File: src/rtl/bt656_rx.sv
// BT.656 embedded-sync receiver: finds FF 00 00 XY codes, recovers F/V/H, tracks lines and lock.
// Define BT656_RX_ECC_EN to correct single-bit XY errors (adds the o_EccCorr port).
module bt656_rx #(
  parameter int HACT_BYTES = 22,
  parameter int LOCK_LINES = 2,
  parameter int MAX_LINES  = 1023
) (
  input  logic                             PixelClock,
  input  logic                             i_ResetN,
  input  logic [7:0]                       i_Data,
  output logic [7:0]                       o_Data,
  output logic                             o_DataValid,
  output logic                             o_F,
  output logic                             o_V,
  output logic                             o_H,
  output logic                             o_SavPulse,
  output logic                             o_EavPulse,
  output logic [$clog2(HACT_BYTES+1)-1:0]  o_PixelCount,
  output logic [$clog2(MAX_LINES+1)-1:0]   o_LineCount,
  output logic                             o_Locked,
  output logic                             o_SyncErr
`ifdef BT656_RX_ECC_EN
  ,
  output logic                             o_EccCorr
`endif
);

  localparam int PW = $clog2(HACT_BYTES+1);
  localparam int LW = $clog2(MAX_LINES+1);
  localparam int AW = $clog2(HACT_BYTES+5);
  localparam int KW = $clog2(LOCK_LINES+1);
  // Input-side count includes the FF 00 00 of the closing EAV preamble.
  localparam logic [AW-1:0] LEN_OK  = AW'(HACT_BYTES+3);
  localparam logic [AW-1:0] LEN_MAX = AW'(HACT_BYTES+4);

  typedef enum logic [1:0] {SEEK, GOT_FF, GOT_00, GOT_0000} state_t;

  state_t          r_State, w_NextState;
  logic [3:0][7:0] r_Dly;
  logic [3:0]      r_Vld;
  logic            r_Window, r_HaveCode;
  logic            r_F, r_V, r_H, r_SavPulse, r_EavPulse, r_SyncErr, r_Locked;
  logic [AW-1:0]   r_ActCount;
  logic [PW-1:0]   r_PixelCount;
  logic [LW-1:0]   r_LineCount;
  logic [KW-1:0]   r_GoodCnt, w_GoodNext;
  logic            w_F, w_V, w_H, w_XyOk;
  logic [3:0]      w_Syn;
  logic            w_IsXy, w_Accept, w_OrderErr, w_LenErr, w_Err, w_GoodEav;
`ifdef BT656_RX_ECC_EN
  logic            w_Corr;
  logic            r_EccCorr;
`endif

  // NOTE: every signal written in an always_comb gets a default first, so no path infers a latch.
  always_comb begin
    w_NextState = SEEK;
    unique case (r_State)
      SEEK:     if (i_Data == 8'hFF) w_NextState = GOT_FF;
      GOT_FF:   if (i_Data == 8'h00) w_NextState = GOT_00;
                else if (i_Data == 8'hFF) w_NextState = GOT_FF;
      GOT_00:   if (i_Data == 8'h00) w_NextState = GOT_0000;
                else if (i_Data == 8'hFF) w_NextState = GOT_FF;
      GOT_0000: w_NextState = SEEK;
      default:  w_NextState = SEEK;
    endcase
  end

  always_comb begin
    w_F   = i_Data[6];
    w_V   = i_Data[5];
    w_H   = i_Data[4];
    w_Syn = i_Data[3:0] ^ {i_Data[5] ^ i_Data[4], i_Data[6] ^ i_Data[4],
                           i_Data[6] ^ i_Data[5], i_Data[6] ^ i_Data[5] ^ i_Data[4]};
`ifdef BT656_RX_ECC_EN
    w_XyOk = i_Data[7];
    w_Corr = 1'b0;
    // Each data bit flips a distinct three-bit parity pattern; a lone parity bit flips one.
    case (w_Syn)
      4'b0000: ;
      4'b0111: begin w_F = ~i_Data[6]; w_Corr = 1'b1; end
      4'b1011: begin w_V = ~i_Data[5]; w_Corr = 1'b1; end
      4'b1101: begin w_H = ~i_Data[4]; w_Corr = 1'b1; end
      4'b1000, 4'b0100, 4'b0010, 4'b0001: w_Corr = 1'b1;
      default: w_XyOk = 1'b0;
    endcase
`else
    w_XyOk = i_Data[7] && (w_Syn == 4'b0000);
`endif
  end

  assign w_IsXy     = (r_State == GOT_0000);
  assign w_Accept   = w_IsXy && w_XyOk;
  assign w_OrderErr = w_Accept && r_HaveCode && (w_H == r_H);
  assign w_LenErr   = w_Accept && w_H && r_Window && (r_ActCount != LEN_OK);
  assign w_Err      = (w_IsXy && !w_XyOk) || w_OrderErr || w_LenErr;
  assign w_GoodEav  = w_Accept && w_H && r_HaveCode && !w_Err;

  always_comb begin
    w_GoodNext = r_GoodCnt;
    if (w_Err) w_GoodNext = '0;
    else if (w_GoodEav && (r_GoodCnt != KW'(LOCK_LINES))) w_GoodNext = r_GoodCnt + 1'b1;
  end

  // NOTE: sequential state uses non-blocking assignments only, so every register sees pre-edge values.
  always_ff @(posedge PixelClock or negedge i_ResetN) begin
    if (!i_ResetN) begin
      r_State      <= SEEK;
      // NOTE: the delay line is reset too, since o_Data must read 0 straight out of reset.
      r_Dly        <= '0;
      r_Vld        <= '0;
      r_Window     <= 1'b0;
      r_HaveCode   <= 1'b0;
      r_F          <= 1'b0;
      r_V          <= 1'b0;
      r_H          <= 1'b0;
      r_SavPulse   <= 1'b0;
      r_EavPulse   <= 1'b0;
      r_SyncErr    <= 1'b0;
      r_Locked     <= 1'b0;
      r_ActCount   <= '0;
      r_PixelCount <= '0;
      r_LineCount  <= '0;
      r_GoodCnt    <= '0;
`ifdef BT656_RX_ECC_EN
      r_EccCorr    <= 1'b0;
`endif
    end else begin
      r_State    <= w_NextState;
      r_Dly      <= {r_Dly[2:0], i_Data};
      // On XY the whole pipeline holds FF 00 00 XY, so all four flags are masked together.
      r_Vld      <= w_IsXy ? 4'b0000 : {r_Vld[2:0], r_Window};
      r_SavPulse <= w_Accept && !w_H;
      r_EavPulse <= w_Accept && w_H;
      r_SyncErr  <= w_Err;
      r_GoodCnt  <= w_GoodNext;
      r_Locked   <= (w_GoodNext == KW'(LOCK_LINES));
`ifdef BT656_RX_ECC_EN
      r_EccCorr  <= w_Accept && w_Corr;
`endif
      if (w_IsXy) r_Window <= w_Accept && !w_H && !w_V;
      if (w_Accept) begin
        r_F        <= w_F;
        r_V        <= w_V;
        r_H        <= w_H;
        r_HaveCode <= 1'b1;
      end
      if (w_Accept && !w_H) r_ActCount <= '0;
      else if (r_Window && !w_IsXy && (r_ActCount != LEN_MAX)) r_ActCount <= r_ActCount + 1'b1;
      if (w_Accept && !w_H) r_PixelCount <= '0;
      else if (r_Vld[3] && (r_PixelCount != PW'(HACT_BYTES))) r_PixelCount <= r_PixelCount + 1'b1;
      if (w_Accept && w_H) begin
        if (w_F != r_F) r_LineCount <= '0;
        else if (r_LineCount != LW'(MAX_LINES)) r_LineCount <= r_LineCount + 1'b1;
      end
    end
  end

  assign o_Data       = r_Dly[3];
  assign o_DataValid  = r_Vld[3] && r_Locked;
  assign o_F          = r_F;
  assign o_V          = r_V;
  assign o_H          = r_H;
  assign o_SavPulse   = r_SavPulse;
  assign o_EavPulse   = r_EavPulse;
  assign o_PixelCount = r_PixelCount;
  assign o_LineCount  = r_LineCount;
  assign o_Locked     = r_Locked;
  assign o_SyncErr    = r_SyncErr;
`ifdef BT656_RX_ECC_EN
  assign o_EccCorr    = r_EccCorr;
`endif

endmodule

File: config.mk
export PLATFORM = sky130hd
export DESIGN_NAME = bt656_rx
export DESIGN_NICKNAME = d
export VERILOG_FILES = /design/src/rtl/bt656_rx.sv
export SDC_FILE = /design/constraint.sdc
export NUM_CORES = 1
export LEC_CHECK = 0
export ABC_AREA = 0
export BUFFER_PORTS_ARGS = -buffer_cell sky130_fd_sc_hd__clkbuf_2
export CELL_PAD_IN_SITES_DETAIL_PLACEMENT = 1
export CELL_PAD_IN_SITES_GLOBAL_PLACEMENT = 1
export CORE_MARGIN = 2
export CORE_UTILIZATION = 40
export DETAILED_ROUTE_END_ITERATION = 10
export PLACE_DENSITY_LB_ADDON = 0.1
export SYNTH_ARGS = -nofsm -noshare
export SYNTH_HDL_FRONTEND = slang
export SYNTH_SLANG_ARGS = --single-unit
File: constraint.sdc
create_clock -name PixelClock -period 1.5 [get_ports PixelClock]
set_input_delay 0.3 -clock PixelClock [delete_from_list [all_inputs] [get_ports PixelClock]]
set_output_delay 0.3 -clock PixelClock [all_outputs]
set_load 0.02 [all_outputs]
After elaboration in Yosys (flattened, before gate mapping). Index checks and enable logic that the tools add are counted.

Register bits: 69. Latch bits: 0. Memory bits (writable): 0. Memory bits (read-only): 0. Bits of input ports: 10. Output and inout bits: 31. Memories kept: 0.

Add/subtract/negate cells: 4. Multiply operators: 0. Div/mod/pow operators: 0. Magnitude comparators: 0. Equal/unequal tests: 12. Shift-type cells: 0. Muxes and demuxes: 13. Bitwise operators: 5. Reduce and logical (&&, ||, !) cells: 31.

Operators by type and width (count): 10-bit two-way mux (2); 5-bit two-way mux (4); 1-bit logical AND (17); 5-bit inequality test (second input constant) (3); 10-bit by 1-bit adder with 10-bit output (second input constant) (1); 5-bit by 1-bit adder with 5-bit output (second input constant) (2); 10-bit inequality test (second input constant) (1); 8-bit == test (second input constant) (1); 8-bit logical NOT (1); 2-bit two-way mux (4); 2-bit one-hot mux with 4 select lines (1); 2-bit == test (second input constant) (3); 2-bit nonzero test (3); 1-bit logical NOT (5); 4-bit logical NOT (1); 4-bit two-way mux (1); 1-bit XOR (4); 4-bit XOR (1); 2-bit by 1-bit adder with 2-bit output (second input constant) (1); 2-bit by 1-bit == test with 1-bit output (second input constant) (1); 2-bit logical NOT (1); 1-bit logical OR (2); 2-bit inequality test (second input constant) (1); 2-bit AND reduction (1); other kinds (3) (3).

Longest topological paths before layout.
Depth after elaboration: 16. Gate-level depth with buffers: 10. Mapped depth without buffers: 8.

Least setup slack after synthesis. OpenSTA, ideal clock, no wires.

Path kind: input to register. From: in i_Data[4]. To: reg r_LineCount[0] (netlist: o_LineCount[0]). Arrival: 2177 ps. Required time: 1375 ps. Path slack: -802 ps. Stages on the path: 9. Path buffers: 1. Cells stage by stage: buf_4 inv_1 ha_1 xor2_1 nor4b_1 o21a_1 o211ai_4 a31oi_1 mux2_2.

Longest elaborated chain between the ends: 7. Elaborated cells on any way between the ends: 9. Those cells by class: bitwise: 4; reduce/logical: 5.

Ends and longest elaborated chain: start, declared (line 10) `input logic [7:0] i_Data,`; 1-bit XOR, on equally long branches (line 74, 73); 4-bit XOR (line 73) `w_Syn = i_Data[3:0] ^ {i_Data[5] ^ i_Data[4], i_Data[6] ^ i_Data[4],`; 4-bit logical NOT (line 88) `w_XyOk = i_Data[7] && (w_Syn == 4'b0000);`; 1-bit logical AND (line 88); 1-bit logical AND (line 93) `assign w_Accept = w_IsXy && w_XyOk;`; 1-bit logical AND (*) (line 152) `if (w_Accept && w_H) begin`; 2-bit AND reduction (no source line) (*); end signal, assigned (line 154) `else if (r_LineCount != LW'(MAX_LINES)) r_LineCount <= r_LineCount + 1'b1;`; end, declared (line 45) `logic [LW-1:0] r_LineCount;`.

Every way passes the cells marked *; elsewhere a longest branch is shown, timed or not. A chain may end at the register's enable or synchronous reset.

Final worst setup path. Ends and elaborated chain as after synthesis.

==> flow_metrics.tcl <==
set metrics [dict create \
    cts-root-buf "clkbuf_8" \
    worstSkewPairLatency_ns 0.35 \
    max_clock_freq_ghz 0.5541 \
    violations "setup timing" \
    die-area_mm2 0.007810 \
    dpl.hpwl_um 4649 \
    clk_pin_slew_ns 0.08 \
    fin_skew_ns 0.009254 \
    wl_um 7383 \
    fin_crit_sh_pct 120.3 \
    synth_top_area_cell "dfrtp_1" \
    worstPathRequired_ns 1.73 \
    hold_viol 0 \
    yosysTopAreaCellShare_pct 60.63 \
    max_cap_violations 0 \
    rsz0062_at_grt "true" \
    min_period_ns 1.805 \
    cts_tree "done" \
    ys_ff_latch 69 \
    dp_slack_ns -0.7103 \
    area_growth_pct 45.78 \
    cts_buffers 9 \
    globalplace.congestion 0.7816 \
    synth_flop_cell "dfrtp_1" \
    synth.distinct_cells 47 \
    tns_ns -4.936 \
    syn_area_mm2 0.002848 \
    worst_pin_slew_ns 0.4622 \
    overflow 0 \
    fin_util_pct 60.77 \
    crit_slowest_cell "nor4b_4" \
    setup_ws_ns -0.3047 \
    cts_num_sinks 69 \
    avgSynthCellArea_um2 11.67 \
    start_kind "input pin" \
    nets 369 \
    h-tree-depth 3 \
    avgRoutedWirePerCell_um 16.37 \
    drv_slew 0 \
    setup_violations 28 \
    grt_max_degree 70 \
    p_leak_uw 0.001953 \
    io_buffers 40 \
    via_per_inst 4.927 \
    cp_max_fo 6 \
    drive_gt1_share_pct 48.73 \
    layout_common_cells "69 x dfrtp_1, 55 x buf_4, 37 x clkbuf_2, 20 x nor2_1, 12 x buf_6" \
    die_x_um 88.38 \
    holdWs_ns 0.1534 \
    synth_area_leaders "dfrtp_1 61%, ha_1 4.0%, nor2_1 3.2%" \
    clock_path_buffers 2 \
    antenna_found_initial 0 \
    slowest_delay_ns 0.34 \
    die_height_um 88.38 \
    final_common_cell "dfrtp_1" \
    synth-async-reset-ratio_pct 100.0 \
    rows 30 \
    max_slew_margin_pct 68.76 \
    syn_nets 263 \
    grt_pass1_vias 2406 \
    end_kind "flop" \
    ys_seq_area_share_pct 60.63 \
    min_path_type "in2reg" \
    grt.total_usage_pct 19.61 \
    status "finished with violations" \
    finalInstanceArea_mm2 0.004151 \
    io_pins 41 \
    power_density_mw_per_mm2 1172 \
    synth_edf_count 0 \
    coreArea_mm2 0.006832 \
    first_pass_iters 4 \
    drtIter0Drc 60 \
    crit_type "in2reg" \
    syn_inst 244 \
    grt_pass1_wl_um 11540 \
    arrival_ns 2.03 \
    start_util_pct 41.68 \
    n_antenna_cell 0 \
    num_vias 2222 \
    drc_errors 0 \
    yosysWarnings 0 \
    place_area_mm2 0.003570 \
    path_cells "buf_8 -> inv_6 -> ha_4 -> xor2_4 -> nor4b_4 -> o21a_4 -> o211ai_4 -> a31oi_4 -> mux2_4" \
    postRouteAntennaNets 0 \
    peakVddDrop_mv 0.5100 \
]
==> path summary, 6_finish.rpt <==
path	slack, ns	end	from	cells after the start
worst max-delay path	-0.30	o_LineCount[0]$_DFFE_PN0P_	i_Data[4]	9
worst min-delay path	0.15	r_Dly[0]$_DFF_PN0_	i_Data[0]	1
worst max register to register	-0.28	o_LineCount[9]$_DFFE_PN0P_	o_LineCount[0]$_DFFE_PN0P_	6
worst min register to register	0.35	o_Data[5]$_DFF_PN0_	r_Dly[21]$_DFF_PN0_	0
max in group asynchronous	0.70	r_Dly[3]$_DFF_PN0_	i_ResetN	3
min in group asynchronous	0.51	r_Dly[16]$_DFF_PN0_	i_ResetN	3
==> stage by stage <==
step | std cells | power, uW
finish | 451 | 4864
global route | 451 | 5185
CTS | 446 | 4857
detailed placement | 424 | 3263
global placement | 424 | 3208
floorplan | 244 | 2821
==> power by group <==
part	internal, uW	leakage, uW	switching (uW)
registers	2060	0.000829	114
logic	516	0.00102	608
clock network	825	0.000103	747
total	3400	0.00195	1470
==> state kept, by name, summed over array words and instances, names as in the netlist <==
signal	cells
r_State	2
o_V	1
o_H	1
r_Vld	4
r_HaveCode	1
o_PixelCount	5
o_F	1
o_EavPulse	1
o_SavPulse	1
o_Data	8
r_GoodCnt	2
r_Dly	24
r_ActCount	5
o_LineCount	10
o_SyncErr	1
r_Window	1
o_Locked	1
==> what timing repair did <==
item | in CTS | in global routing
gates resized for setup | 27 | 48
endpoints found under the setup margin | 31 | 31
pin swaps | 8 | 11
hold buffers | 1 | 0
buffers inserted | 5 | 4
endpoints found under the hold margin | 64 | 0
cloned | 0 | 1
==> Yosys cell counts (2+ instances only) <==
master    instances
buf_2             2
o22a_1            3
o31ai_1           5
inv_1            14
ha_1              9
and3_1            2
a21oi_1           9
or4_1             2
and2_1            6
xnor2_1           4
nor4b_1           2
nand4_1           6
mux2i_1           3
nor3_1            7
nand2_1          15
nor2_1           24
xor2_1            9
nand3_1           5
o21ai_0           8
nor4bb_1          2
mux2_2            2
buf_4             9
nand3b_1          2
o21a_1            2
nor2b_1           2
dfrtp_1          69
==> cell families (layout without fill, tap and decap cells) <==
family                   Yosys count  after routing  share of synthesized area (%)
multiplexers                       5              5                          1.845
AND/OR/NAND/NOR                   82             82                          15.03
XOR/XNOR                          13             13                          3.998
flip-flops                        69             69                          60.63
adder cells (fa/ha/maj)            9              9                          3.954
buffers and inverters             27            138                          4.877
AO/OA/AOI/OAI                     39             39                          9.667
==> layer usage <==
| layer | global-route usage, % | share of wire [%] | vias to the layer above |
|---|---|---|---|
| met5 | 0 | 0 | - |
| li1 | - | - | 1047 |
| met1 | 24.85 | 44 | 1129 |
| met3 | 4.384 | 2.5 | 12 |
| met4 | 9.091 | 1.6 | 0 |
| met2 | 32.13 | 51 | 34 |
==> worst max-delay path, delay by kind of cell <==
family / cells / cell delay [ns]
multiplexers: 1 / 0.32
XOR/XNOR: 1 / 0.16
AO/OA/AOI/OAI: 3 / 0.55
AND/OR/NAND/NOR: 1 / 0.34
adder cells (fa/ha/maj): 1 / 0.21
buffers and inverters: 2 / 0.16
==> layout make-up <==
type / count / area (um2)
fill: 742 / 2680
sequential: 69 / 1727
multi-input combinational: 148 / 1255
timing repair buffer: 108 / 783.3
clock buffer: 10 / 137.6
tap: 96 / 120.1
clock inverter: 6 / 68.82
inverter: 14 / 60.06
(Power assumes the default switching activity.)
